==> src/rtl/rgals_clk_pkg.sv <==
// rtl/rgals_clk_pkg.sv - shared state encoding, widths and select encodings for the rGALS clock switch controller
package rgals_clk_pkg;

    typedef enum logic [1:0] {
        ST_IDLE    = 2'd0,
        ST_QUIESCE = 2'd1,
        ST_ISSUE   = 2'd2,
        ST_SETTLE  = 2'd3
    } ctrl_state_e;

    localparam int SETTLE_CNT_W = 8;
    localparam int SWITCH_CNT_W = 16;

    localparam logic CLK_SEL_CLK1 = 1'b0;
    localparam logic CLK_SEL_CLK2 = 1'b1;

    function automatic logic [SWITCH_CNT_W-1:0] sat_inc(input logic [SWITCH_CNT_W-1:0] v);
        return (v == '1) ? v : v + 1'b1;
    endfunction

endpackage

==> src/rtl/rgals_rr_arb.sv <==
// rtl/rgals_rr_arb.sv - combinational round-robin arbiter; priority starts at ptr and wraps to index 0
module rgals_rr_arb #(
    parameter int NREQ  = 2,
    parameter int IDX_W = $clog2(NREQ)
) (
    input  logic [NREQ-1:0]  req,
    input  logic [IDX_W-1:0] ptr,
    output logic [NREQ-1:0]  gnt,
    output logic [IDX_W-1:0] gnt_idx
);

    logic [NREQ-1:0] hi_mask;
    logic [NREQ-1:0] hi_req;
    logic [NREQ-1:0] pick;

    // Requests at or above ptr win; fall back to the whole vector when none are pending there.
    always_comb begin
        hi_mask = ~((NREQ'(1) << ptr) - NREQ'(1));
        hi_req  = req & hi_mask;
        pick    = (|hi_req) ? hi_req : req;
        gnt     = pick & (~pick + NREQ'(1));
        gnt_idx = '0;
        for (int i = 0; i < NREQ; i++) begin
            if (gnt[i]) begin
                gnt_idx = IDX_W'(i);
            end
        end
    end

endmodule

==> src/rtl/rgals_clk_switch_ctrl.sv <==
// rtl/rgals_clk_switch_ctrl.sv - rGALS clock-select sequencer; RGALS_CLK_SWITCH_CTRL_QUIESCE_EN adds the datapath quiesce handshake
module rgals_clk_switch_ctrl
    import rgals_clk_pkg::*;
#(
    parameter int NREQ          = 2,
    parameter int SETTLE_CYCLES = 4
) (
    input  logic                    clk_out,
    input  logic                    reset,
    input  logic [NREQ-1:0]         req_val,
    output logic [NREQ-1:0]         req_rdy,
    input  logic [NREQ-1:0]         req_msg,
    output logic                    switch_val,
    input  logic                    switch_rdy,
    output logic                    switch_msg,
    output logic                    quiesce_req,
    input  logic                    quiesce_ack,
    output logic                    cur_sel,
    output logic                    busy,
    output logic [SWITCH_CNT_W-1:0] switch_count
);

    localparam int IDX_W = $clog2(NREQ);

    ctrl_state_e              state_q, state_d;
    logic [IDX_W-1:0]         ptr_q, ptr_d;
    logic [IDX_W-1:0]         offer_idx_q, offer_idx_d;
    logic                     tgt_q, tgt_d;
    logic                     cur_sel_q, cur_sel_d;
    logic [SETTLE_CNT_W-1:0]  settle_q, settle_d;
    logic [SWITCH_CNT_W-1:0]  count_q, count_d;
    logic [NREQ-1:0]          req_rdy_q, req_rdy_d;
    logic                     switch_val_q, switch_val_d;
    logic                     switch_msg_q, switch_msg_d;
    logic                     quiesce_req_q, quiesce_req_d;
    logic                     busy_q, busy_d;

    logic                     accept;
    logic [NREQ-1:0]          arb_gnt;
    logic [IDX_W-1:0]         arb_gnt_idx;

    // The offer for the next cycle is arbitrated from this cycle's requests, keeping req_val off every output path.
    rgals_rr_arb #(
        .NREQ  (NREQ),
        .IDX_W (IDX_W)
    ) u_arb (
        .req     (req_val),
        .ptr     (ptr_d),
        .gnt     (arb_gnt),
        .gnt_idx (arb_gnt_idx)
    );

    always_comb begin
        state_d   = state_q;
        ptr_d     = ptr_q;
        tgt_d     = tgt_q;
        cur_sel_d = cur_sel_q;
        settle_d  = settle_q;
        count_d   = count_q;
        accept    = |(req_val & req_rdy_q);
        case (state_q)
            ST_IDLE: begin
                if (accept) begin
                    ptr_d = (offer_idx_q == IDX_W'(NREQ - 1)) ? '0 : offer_idx_q + IDX_W'(1);
                    if (req_msg[offer_idx_q] != cur_sel_q) begin
                        tgt_d = req_msg[offer_idx_q] ? CLK_SEL_CLK2 : CLK_SEL_CLK1;
`ifdef RGALS_CLK_SWITCH_CTRL_QUIESCE_EN
                        state_d = ST_QUIESCE;
`else
                        state_d = ST_ISSUE;
`endif
                    end
                end
            end
`ifdef RGALS_CLK_SWITCH_CTRL_QUIESCE_EN
            ST_QUIESCE: begin
                if (quiesce_ack) begin
                    state_d = ST_ISSUE;
                end
            end
`endif
            ST_ISSUE: begin
                if (switch_rdy) begin
                    cur_sel_d = tgt_q;
                    count_d   = sat_inc(count_q);
                    settle_d  = SETTLE_CNT_W'(SETTLE_CYCLES);
                    state_d   = ST_SETTLE;
                end
            end
            ST_SETTLE: begin
                settle_d = settle_q - 1'b1;
                if (settle_q == SETTLE_CNT_W'(1)) begin
                    state_d = ST_IDLE;
                end
            end
            default: state_d = ST_IDLE;
        endcase
    end

    always_comb begin
        req_rdy_d    = (state_d == ST_IDLE) ? arb_gnt : '0;
        offer_idx_d  = arb_gnt_idx;
        switch_val_d = (state_d == ST_ISSUE);
        switch_msg_d = (state_d == ST_ISSUE) ? tgt_d : CLK_SEL_CLK1;
        busy_d       = (state_d != ST_IDLE);
`ifdef RGALS_CLK_SWITCH_CTRL_QUIESCE_EN
        quiesce_req_d = (state_d != ST_IDLE);
`else
        quiesce_req_d = 1'b0;
`endif
    end

`ifndef RGALS_CLK_SWITCH_CTRL_QUIESCE_EN
    logic unused_quiesce_ack;
    assign unused_quiesce_ack = quiesce_ack;
`endif

    always_ff @(posedge clk_out or posedge reset) begin
        if (reset) begin
            state_q       <= ST_IDLE;
            ptr_q         <= '0;
            offer_idx_q   <= '0;
            tgt_q         <= CLK_SEL_CLK1;
            cur_sel_q     <= CLK_SEL_CLK1;
            settle_q      <= '0;
            count_q       <= '0;
            req_rdy_q     <= '0;
            switch_val_q  <= 1'b0;
            switch_msg_q  <= 1'b0;
            quiesce_req_q <= 1'b0;
            busy_q        <= 1'b0;
        end else begin
            state_q       <= state_d;
            ptr_q         <= ptr_d;
            offer_idx_q   <= offer_idx_d;
            tgt_q         <= tgt_d;
            cur_sel_q     <= cur_sel_d;
            settle_q      <= settle_d;
            count_q       <= count_d;
            req_rdy_q     <= req_rdy_d;
            switch_val_q  <= switch_val_d;
            switch_msg_q  <= switch_msg_d;
            quiesce_req_q <= quiesce_req_d;
            busy_q        <= busy_d;
        end
    end

    assign req_rdy      = req_rdy_q;
    assign switch_val   = switch_val_q;
    assign switch_msg   = switch_msg_q;
    assign quiesce_req  = quiesce_req_q;
    assign cur_sel      = cur_sel_q;
    assign busy         = busy_q;
    assign switch_count = count_q;

endmodule

==> config.mk <==
export PLATFORM = sky130hd
export DESIGN_NAME = rgals_clk_switch_ctrl
export DESIGN_NICKNAME = d
export VERILOG_FILES = /design/src/rtl/rgals_clk_pkg.sv /design/src/rtl/rgals_rr_arb.sv /design/src/rtl/rgals_clk_switch_ctrl.sv
export SDC_FILE = /design/constraint.sdc
export NUM_CORES = 1
export LEC_CHECK = 0
export CORE_AREA = 2 2 88 90
export CTS_CLUSTER_DIAMETER = 200
export CTS_CLUSTER_SIZE = 30
export DETAILED_ROUTE_END_ITERATION = 16
export DIE_AREA = 0 0 90 92
export PLACE_DENSITY = 0.43
export SLEW_MARGIN = 20
export SYNTH_ARGS = -nofsm -noshare
export SYNTH_HDL_FRONTEND = slang
export SYNTH_SLANG_ARGS = --single-unit
==> constraint.sdc <==
create_clock -name clk_out -period 2.9 [get_ports clk_out]
set_input_delay 0.435 -clock clk_out [delete_from_list [all_inputs] [get_ports clk_out]]
set_output_delay 0.435 -clock clk_out [all_outputs]
set_load 0.02 [all_outputs]
==> results by group <==
Timing
  • Slew headroom: 0.653
  • Min cycle time layout: 2.13 ns
  • Final Cycle Share: 0.735
  • Pins Over Slew Limit: 0
  • F_max: 469 MHz
  • Worst-Margin Slew: 0.515 ns
  • Unrepaired setup endpoints after global routing: no
  • Fin. Hold Viols: 0
  • Setup TNS: 0 ns
  • Layout Skew: 0.00878 ns
  • # setup viols final: 0
  • Setup ws final: 0.769 ns

CTS
  • # H-tree levels: 2
  • Post-CTS Hold Buffers: 0
  • CTS clk-pin slew, worst paths: 0.08 ns
  • CTS tree: built
  • CTS Buffer Depth: 2
  • CTS root buffer: clkbuf_8
  • Post-CTS Setup Inserts: 0
  • Clk_lat worst skew: between 0.2 and 0.3 ns
  • CTS buffer count: 5
  • Clock sinks: 35
  • Post_cts resized: 0

Power
  • Design Power: 0.00188 W
  • Flop pwr share: 0.437
  • Clock share of power: 0.214
  • Switch share: 0.380
  • Worst VDD drop: about 290 uV
  • Power share of the combinational group: 0.349
  • Pleak: 0.911 nW
  • Net switching power: slightly above 0.0007 W
  • Pwr/cell area: ~830 nW/um^2
  • Cell Int Power: 0.00116 W

Placed design
  • DP Wirelength: 2530 um
  • DP Cell Count: slightly below 300
  • Port Buf Inserts: 28
  • Dpl ws: roughly 0.6 ns
  • GPL Wtd Cong: around 0.73

GRT
  • First-pass GRT wire length: between 6000 and 7000 um
  • Pin count of the biggest net entering global routing: 36
  • Antenna violations before repair: 0
  • Gr ovfl total: 0
  • Vias in the first global route: 1261
  • Gr usage total: 0.0941

Floorplan
  • Placeable Area: 7450 sq um
  • Rows: 32
  • Initial Util: 0.239
  • IO Count: 31
  • Die width: 90 um
  • Die H: 92 um
  • Die area: 8280 sq um

Flow run
  • Max-cap viol count: 0

Routing
  • Wire per inst: 12.3 um
  • Vias per cell: 4.46
  • Vias: around 1.3k
  • DRC violations left: 0
  • Antenna-violating nets left: 0
  • Initial DRC count: 27
  • DR pass1 iterations: 4
  • Routed WL: 3690 um

Setup path
  • WP data required: 3.08 ns
  • CP max FO: 11
  • R2R Path Start: switch_count[0]
  • CP startpoint kind: flip-flop
  • Worst Setup SP: switch_count[0]
  • Crit. End Element: flip-flop
  • Crit path kind: flip-flop to flip-flop
  • Crit path arrival time: 2.31 ns

Hold path
  • Hold path start: settle_q[5]
  • Worst min path class: flip-flop to flip-flop

Cells and area
  • Share of cells above drive strength 1: 0.117
  • Number of diodes: 0
  • Nets@finish: roughly 210
  • Fin util: 0.302
  • Finished Layout Cells: about 300
  • Synth-to-layout area growth: 26.6%

Logic synthesis
  • EDFF count, synth: 0
  • Ys flop type: dfrtp_1
  • Sequential area share after synthesis: 0.492
  • Library cells used by synthesis: 51
  • Cell Area, Synth: 1780 sq um
  • Avg Cell Area, Syn: about 11 sq um
  • Mapped Nets: 178
  • Ys async rst share: 1.00
  • Yosys warns: 0
  • Synth Instances: about 170
  • Synthesized flop and latch total: 35

Outcome
  • Status: complete, no violations
==> flip-flops by register name, indices dropped and copies added (netlist names) <==
| name | flops |
|---|---|
| busy | 1 |
| offer_idx_q | 1 |
| ptr_q | 1 |
| tgt_q | 1 |
| req_rdy | 2 |
| switch_msg | 1 |
| settle_q | 8 |
| cur_sel | 1 |
| switch_val | 1 |
| state_q | 2 |
| switch_count | 16 |
==> area by class of cell <==
| class | count | area [sq um] |
|---|---|---|
| fillers | 812 | 5190 |
| flip-flops and latches | 35 | 876 |
| multi-input cells | 115 | 823 |
| repair buffers | 29 | 288 |
| well taps | 102 | 128 |
| clock buffers | 8 | 100 |
| inverters | 10 | 37.5 |
==> layer usage <==
metal | GRT usage | part of all wire | wire length (um) | vias up
li1 | - | - | - | 664
met1 | 0.121 | 0.48 | 1780 | 632
met2 | 0.140 | 0.44 | 1640 | 30
met3 | 0.0312 | 0.052 | 191 | 7
met4 | 0.0500 | 0.023 | 84 | 0
met5 | 0 | 0 | 0 | -
==> worst max-delay path, stage by stage (launching register included) <==
cell     delay, ns
dfrtp_1       0.44
ha_1          0.24
nand3_2       0.17
or4_4         0.56
o21ai_1       0.26
mux2_1        0.34
==> cell families (layout without fill, tap and decap cells) <==
group           count (synthesis)  after routing  synth area share
buf+inv                        17             47            0.0450
mux                             6              6            0.0373
compound gates                 38             38             0.154
other cells                     1              1           0.00211
xor+xnor                        7              7            0.0387
flops                          35             35             0.492
simple gates                   60             60             0.210
fa+ha+maj                       3              3            0.0211
==> synth_stat cells, types with 2 or more instances <==
library cell | instances | area [sq um]
nand2_1 | 16 | 60.1
mux2_2 | 2 | 22.5
o31ai_1 | 3 | 22.5
nor2_1 | 9 | 33.8
o21ai_0 | 6 | 30.0
nor3_1 | 3 | 15.0
or4_4 | 2 | 22.5
a31oi_1 | 2 | 12.5
nand3_1 | 9 | 45.0
nand4_1 | 4 | 25.0
a21oi_1 | 5 | 25.0
o211ai_1 | 3 | 22.5
inv_1 | 9 | 33.8
a211oi_2 | 2 | 25.0
buf_2 | 4 | 20.0
and3_1 | 2 | 12.5
dfrtp_1 | 35 | 876
o21a_1 | 3 | 22.5
nor4_1 | 3 | 18.8
o21ai_1 | 4 | 20.0
ha_1 | 3 | 37.5
or3_1 | 2 | 12.5
xnor2_1 | 6 | 52.6
mux2_1 | 3 | 33.8
==> placed cells by master (no fill, tap or decap), types with 2 or more instances in the layout <==
master | netlist | final
nand4_1 | 4 | 4
inv_1 | 9 | 9
and3_1 | 2 | 2
o21ai_1 | 4 | 4
nor2_1 | 9 | 9
xnor2_1 | 6 | 6
o21ai_0 | 6 | 6
mux2_2 | 2 | 2
nor3_1 | 3 | 3
dfrtp_1 | 35 | 35
nand2_1 | 16 | 16
a31oi_1 | 2 | 2
nor4_1 | 3 | 3
or4_4 | 2 | 2
or3_1 | 2 | 2
mux2_1 | 3 | 3
a21oi_1 | 5 | 5
a211oi_2 | 2 | 2
o31ai_1 | 3 | 3
nand3_1 | 9 | 9
o211ai_1 | 3 | 3
o21a_1 | 3 | 3
clkbuf_8 | 0 | 7
ha_1 | 3 | 3
clkdlybuf4s50_1 | 0 | 28
==> path summary, 6_finish.rpt <==
kind,end,slack [ns],cells past startpoint
min in group asynchronous,switch_count[4],0.55,3
setup reg to reg,switch_count[1],0.77,5
hold / removal,settle_q[5],0.48,1
max in group asynchronous,state_q[0],2.01,3
hold reg to reg,settle_q[5],0.48,1
setup / recovery,switch_count[1],0.77,5
==> per-stage QoR <==
stage	hold WS, ns	area, sq um
final	0.483	2250
after global routing	0.518	2250
after CTS	0.496	2250
after detailed placement	0.483	2150
after global placement	0.480	2150
after floorplan	0.450	1780
==> power by group through the flow <==
stage / Combinational, W / Clock, W / Sequential [W]
after floorplan: 0.000422 / 0 / 0.000834
after global placement: 0.000660 / 0 / 0.000834
after detailed placement: 0.000666 / 0 / 0.000829
after CTS: 0.000668 / 0.000410 / 0.000822
after global routing: 0.000730 / 0.000431 / 0.000853
final: 0.000655 / 0.000402 / 0.000820
Note: power is estimated with default switching activity, not from simulation.
